$ cat src/rtl/gecko_decode_scoreboard.sv
// gecko_decode_scoreboard
// In-flight write scoreboard for the gecko decode stage. Each architectural
// register (except x0) owns a small saturating counter of outstanding writes.
// Decode is allowed to issue when every used source is readable (idle, x0, or
// exactly one write in flight that execute forwards next cycle) and the
// destination counter still has headroom. Writeback retires entries through
// several ports per cycle.

module gecko_decode_scoreboard #(
    parameter int NUM_REGS         = 32,
    parameter int REG_ADDR_WIDTH   = 5,
    parameter int COUNTER_WIDTH    = 2,
    parameter int NUM_READ_PORTS   = 2,
    parameter int NUM_RETIRE_PORTS = 2
) (
    input  logic                                       clk,
    input  logic                                       rst_n,
    input  logic                                       clear,
    input  logic                                       issue_valid,
    output logic                                       issue_ready,
    input  logic [NUM_READ_PORTS*REG_ADDR_WIDTH-1:0]   issue_rs,
    input  logic [NUM_READ_PORTS-1:0]                  issue_rs_used,
    input  logic [REG_ADDR_WIDTH-1:0]                  issue_rd,
    input  logic                                       issue_rd_used,
    input  logic [REG_ADDR_WIDTH-1:0]                  fwd_reg,
    input  logic [NUM_RETIRE_PORTS-1:0]                retire_valid,
    input  logic [NUM_RETIRE_PORTS*REG_ADDR_WIDTH-1:0] retire_rd,
    output logic [NUM_REGS-1:0]                        busy_mask,
    output logic [REG_ADDR_WIDTH+COUNTER_WIDTH-1:0]    inflight_total,
    output logic                                       err_underflow,
    output logic                                       err_overflow
);

    localparam int TOTAL_WIDTH = REG_ADDR_WIDTH + COUNTER_WIDTH;
    localparam int CNT_MAX_INT = (1 << COUNTER_WIDTH) - 1;
    localparam logic [COUNTER_WIDTH-1:0] CNT_MAX = '1;
    localparam logic [COUNTER_WIDTH-1:0] CNT_ONE = COUNTER_WIDTH'(1);

    // Architectural state: per-register counters plus registered summaries.
    logic [COUNTER_WIDTH-1:0] cnt_q [NUM_REGS];
    logic [COUNTER_WIDTH-1:0] cnt_d [NUM_REGS];
    logic [NUM_REGS-1:0]      busyMask_q;
    logic [NUM_REGS-1:0]      busyMask_d;
    logic [TOTAL_WIDTH-1:0]   inflightTotal_q;
    logic [TOTAL_WIDTH-1:0]   inflightTotal_d;
    logic                     errUnderflow_q;
    logic                     errOverflow_q;

    logic                      underflowHit;
    logic                      overflowHit;
    logic [NUM_READ_PORTS-1:0] srcOk;
    logic                      rdOk;
    logic                      fire;

    // A source blocks issue only while a write is pending that the execute
    // bypass cannot cover; the bypass covers exactly one outstanding write.
    for (genvar k = 0; k < NUM_READ_PORTS; k++) begin : g_src
        logic [REG_ADDR_WIDTH-1:0] rsAddr;
        logic                      rsIdle;
        logic                      rsBypass;
        assign rsAddr   = issue_rs[k*REG_ADDR_WIDTH +: REG_ADDR_WIDTH];
        assign rsIdle   = (rsAddr == '0) || (cnt_q[rsAddr] == '0);
        assign rsBypass = (rsAddr == fwd_reg) && (fwd_reg != '0) && (cnt_q[rsAddr] == CNT_ONE);
        assign srcOk[k] = !issue_rs_used[k] || rsIdle || rsBypass;
    end

    // The destination must leave room for one more outstanding write so the
    // counter can never wrap.
    assign rdOk = !issue_rd_used || (issue_rd == '0) || (cnt_q[issue_rd] != CNT_MAX);

    // Readiness looks at registered counters only, so retires this cycle do not
    // ripple into decode; it is forced low during reset and on a flush.
    assign issue_ready = rst_n && !clear && (&srcOk) && rdOk;
    assign fire        = issue_valid && issue_ready;

    // Net per-register update: one possible increment from issue, one
    // decrement per matching retire port, clamped at zero with error capture.
    always_comb begin : nextCount
        int level;
        int drops;
        underflowHit    = 1'b0;
        overflowHit     = 1'b0;
        busyMask_d      = '0;
        inflightTotal_d = '0;
        for (int r = 0; r < NUM_REGS; r++) begin
            cnt_d[r] = cnt_q[r];
            level    = int'(cnt_q[r]);
            drops    = 0;
            if (r == 0) begin
                cnt_d[r] = '0;
            end else begin
                if (fire && issue_rd_used && (issue_rd == REG_ADDR_WIDTH'(r))) begin
                    level = level + 1;
                end
                for (int j = 0; j < NUM_RETIRE_PORTS; j++) begin
                    if (retire_valid[j] &&
                        (retire_rd[j*REG_ADDR_WIDTH +: REG_ADDR_WIDTH] == REG_ADDR_WIDTH'(r))) begin
                        drops = drops + 1;
                    end
                end
                level = level - drops;
                if (clear) begin
                    cnt_d[r] = '0;
                end else if (level < 0) begin
                    cnt_d[r]     = '0;
                    underflowHit = 1'b1;
                end else if (level > CNT_MAX_INT) begin
                    cnt_d[r]    = CNT_MAX;
                    overflowHit = 1'b1;
                end else begin
                    cnt_d[r] = COUNTER_WIDTH'(level);
                end
            end
            busyMask_d[r]   = (cnt_d[r] != '0);
            inflightTotal_d = inflightTotal_d + TOTAL_WIDTH'(cnt_d[r]);
        end
    end

    // Counters, summaries and sticky error flags; only rst_n clears the flags.
    always_ff @(posedge clk or negedge rst_n) begin
        if (!rst_n) begin
            for (int r = 0; r < NUM_REGS; r++) begin
                cnt_q[r] <= '0;
            end
            busyMask_q      <= '0;
            inflightTotal_q <= '0;
            errUnderflow_q  <= 1'b0;
            errOverflow_q   <= 1'b0;
        end else begin
            for (int r = 0; r < NUM_REGS; r++) begin
                cnt_q[r] <= cnt_d[r];
            end
            busyMask_q      <= busyMask_d;
            inflightTotal_q <= inflightTotal_d;
            errUnderflow_q  <= errUnderflow_q | underflowHit;
            errOverflow_q   <= errOverflow_q | overflowHit;
        end
    end

    assign busy_mask      = busyMask_q;
    assign inflight_total = inflightTotal_q;
    assign err_underflow  = errUnderflow_q;
    assign err_overflow   = errOverflow_q;

endmodule

$ cat config.mk
export PLATFORM = sky130hd
export DESIGN_NAME = gecko_decode_scoreboard
export DESIGN_NICKNAME = d
export VERILOG_FILES = /design/src/rtl/gecko_decode_scoreboard.sv
export SDC_FILE = /design/constraint.sdc
export NUM_CORES = 1
export LEC_CHECK = 0
export CORE_MARGIN = 2
export CORE_UTILIZATION = 25
export CTS_BUF_LIST = sky130_fd_sc_hd__clkbuf_8
export DETAILED_ROUTE_END_ITERATION = 10
export MAX_ROUTING_LAYER = met4
export PLACE_DENSITY_LB_ADDON = 0.1
export SLEW_MARGIN = 5
export SYNTH_ARGS = -nofsm -noshare
export SYNTH_HDL_FRONTEND = slang
export SYNTH_SLANG_ARGS = --single-unit
$ cat constraint.sdc
create_clock -name clk -period 15 [get_ports clk]
set_input_delay 2.25 -clock clk [delete_from_list [all_inputs] [get_ports clk]]
set_output_delay 2.25 -clock clk [all_outputs]
set_load 0.02 [all_outputs]
==> run metrics <==
status=finished, final reports clean; total core area=50,380 um^2; vias in the first global route=11,128; CP max FO=12; Routed Antenna Nets=0; Routed WL=56,980 um; synthesized-area fraction occupied by adder cells=0.2990; Post-Synth XOR/XNOR Area=0.03149; Port Buffers=79; EDFF count, synth=0; Worst Setup SP=issue_rs[5]; RSZ-0062 raised after global routing=false; final hold violations=0; # Post-CTS Setup Buffers=0; Peak VDD IR=108.9 uV; min-delay src=err_underflow$_DFF_PN0_; worst-skew pair later-pin latency=0.49 ns; TritonCTS Buffers=9; sequential share of the synthesized area=0.1995; Final Max Slew Viols=0; root buffer cell=clkbuf_8; minimum clock period=12.85 ns; syn avg cell area=9.285 um^2; Slew headroom=0.09493; I/O Pins=81; critical path arrival=13.21 ns; die area=53,000 um^2; Setup CP Type=in2reg; share of layout cells above drive strength 1=0.07947; gr ovfl total=0; P_leak=0.006314 uW; setup TNS=0 ns; DP HPWL=47,300 um; GRT Total Usage=0.2249; # setup viols final=0; clk slew on worst S/H paths=0.13 ns; Synth cell types=72; Die X=230.2 um; via/cell ratio=5.174; Layout fillers=5,360; Clock Tree Buf Depth=2; most frequent cells in the layout=165 x ha_1, 151 x inv_1, 123 x nor2_1; clk_skew=0.03698 ns; mux cell area share after synthesis=0.1083; simple logic cell fraction of the synthesized area=0.1705; drt drc=0; Syn Inst Count=1,378; DRT iter0 DRCs=870; most used cell along the critical path=fa_1; Seq cells post-synth=102; maxcap violations=0; Rows=82; post-synthesis compound-gate area fraction=0.1314; Critical-path top delay cell=clkdlybuf4s50_1; Post-synth ARST share=1.000; CTS sink cnt=102; Die Y=230.2 um; CTS tree=done; synthesis warning total=0; CP startpoint kind=input port; FMAX=77.80 MHz; Synth Net Count=1,670; number of nets in the layout=1,734; cell area after synthesis=12,790 um^2; Post-synth top flop=dfrtp_1; GPL Wtd Cong=0.9463; Placed Area=14,370 um^2; Worst setup EP type=flip-flop; Pwr Density=78.01 nW/um^2; via count=10,969; post-CTS sizing=0; Finished Core Util=0.2888; WL/cell=26.88 um; data required time of the worst path=15.36 ns; pin count of the biggest net entering global routing=42; Finished Cell Area=14,550 um^2; hold-fix buffer count after cts=0; most common cell after layout, fill and taps aside=ha_1; Largest stage delay, worst path=0.93 ns; reg2reg start=cnt_q[57]$_DFF_PN0_; H-tree Lvls=3; Initial Utilization=0.2540; worst min-delay path class=reg2reg; area growth from synthesis to layout=13.71%; slew at the pin with the worst max-slew slack=1.346 ns; first-pass GRT wire length=81,970 um; Tcrit/Tclk final=0.8569; largest family of logic cells by synthesized area=adder cells; Pre-antenna DRT Iters=5; initial antenna violation count=2
worst paths after layout:
path,to,slack (ns),cells after the start
worst min register to register,err_underflow$_DFF_PN0_,0.64,2
worst max register to register,inflight_total[5]$_DFF_PN0_,4.47,30
max in group asynchronous,cnt_q[44]$_DFF_PN0_,12.27,2
min in group asynchronous,busy_mask[16]$_DFF_PN0_,1.72,1
worst max-delay path,inflight_total[5]$_DFF_PN0_,2.15,32
worst min-delay path,err_underflow$_DFF_PN0_,0.64,2
cell type report:
class / instances / area (um^2) / share of cell area
clock inverters: 4 / 15.01 / 0.001032
diodes: 1 / 2.502 / 0.0001720
inverters: 148 / 555.5 / 0.03818
well taps: 672 / 840.8 / 0.05779
flip-flops and latches: 102 / 2552 / 0.1754
clock buffers: 12 / 165.2 / 0.01135
multi-input cells: 1083 / 9488 / 0.6521
repair buffers: 98 / 929.6 / 0.06390
sequential cells by signal, summed over array words and instances, names as in the netlist:
signal and count:
cnt_q 62, busy_mask 31, err_underflow 1, inflight_total 7, err_overflow 1
kinds of logic after synthesis:
kind of cell	Yosys count
AO/OA/AOI/OAI	255
XOR/XNOR	46
adder cells (fa/ha/maj)	253
buffers and inverters	193
flip-flops	102
multiplexers	105
other	1
AND/OR/NAND/NOR	423
synthesized netlist by cell type, types with 7 or more instances:
| cell type | instances | area [um^2] |
|---|---|---|
| ha_1 | 165 | 2064 |
| a31oi_1 | 37 | 231.5 |
| mux2_2 | 24 | 270.3 |
| a21o_1 | 47 | 352.8 |
| nand2b_1 | 14 | 87.58 |
| buf_2 | 11 | 55.05 |
| nand3_1 | 46 | 230.2 |
| mux4_2 | 24 | 540.5 |
| clkbuf_1 | 27 | 101.4 |
| inv_1 | 147 | 551.8 |
| or2_1 | 8 | 50.05 |
| a211oi_1 | 7 | 52.55 |
| dfrtp_1 | 102 | 2552 |
| o22ai_1 | 23 | 143.9 |
| nand3b_1 | 10 | 75.07 |
| fa_1 | 88 | 1762 |
| xnor2_1 | 41 | 359.1 |
| nor3_1 | 16 | 80.08 |
| or2_2 | 18 | 112.6 |
| mux2i_1 | 54 | 540.5 |
| nand2_1 | 64 | 240.2 |
| a21oi_1 | 83 | 415.4 |
| nor2_1 | 123 | 461.7 |
| nor2b_1 | 59 | 369.1 |
| and3_1 | 9 | 56.30 |
| nor4_1 | 8 | 50.05 |
| and2_1 | 7 | 43.79 |
| nand4_1 | 14 | 87.58 |
per-stage QoR:
| step | worst slack [ns] | power (uW) | hold slack, ns | instances |
|---|---|---|---|---|
| after global routing | 1.700 | 1233 | 0.6702 | 2120 |
| after detailed placement | 1.794 | 943.5 | 0.6103 | 2103 |
| after global placement | 1.895 | 952.2 | 0.6165 | 2103 |
| final | 2.147 | 1135 | 0.6370 | 2120 |
| after floorplan | 4.509 | 718.4 | 0.6067 | 1378 |
| after CTS | 2.313 | 1159 | 0.6299 | 2119 |
report_power, final:
group          total [uW]  internal [uW]  switching [uW]
clock                 197           72.0             125
sequential            340            304            35.8
combinational         597            251             346
total                1140            628             507
worst max-delay path, delay by kind of cell:
| family | cells | cell delay, ns |
|---|---|---|
| fa+ha+maj | 12 | 5.16 |
| mux | 2 | 0.67 |
| compound gates | 5 | 1.19 |
| xor+xnor | 2 | 0.26 |
| buf+inv | 6 | 1.50 |
| simple gates | 5 | 2.17 |
layer usage:
layer | share of wire | up-vias | track usage
li1 | - | 5002 | -
met4 | 0.022 | 0 | 0.06452
met1 | 0.47 | 5507 | 0.3075
met2 | 0.45 | 398 | 0.3462
met5 | 0 | - | -
met3 | 0.059 | 62 | 0.03051
Note: power is estimated with default switching activity, not from simulation.
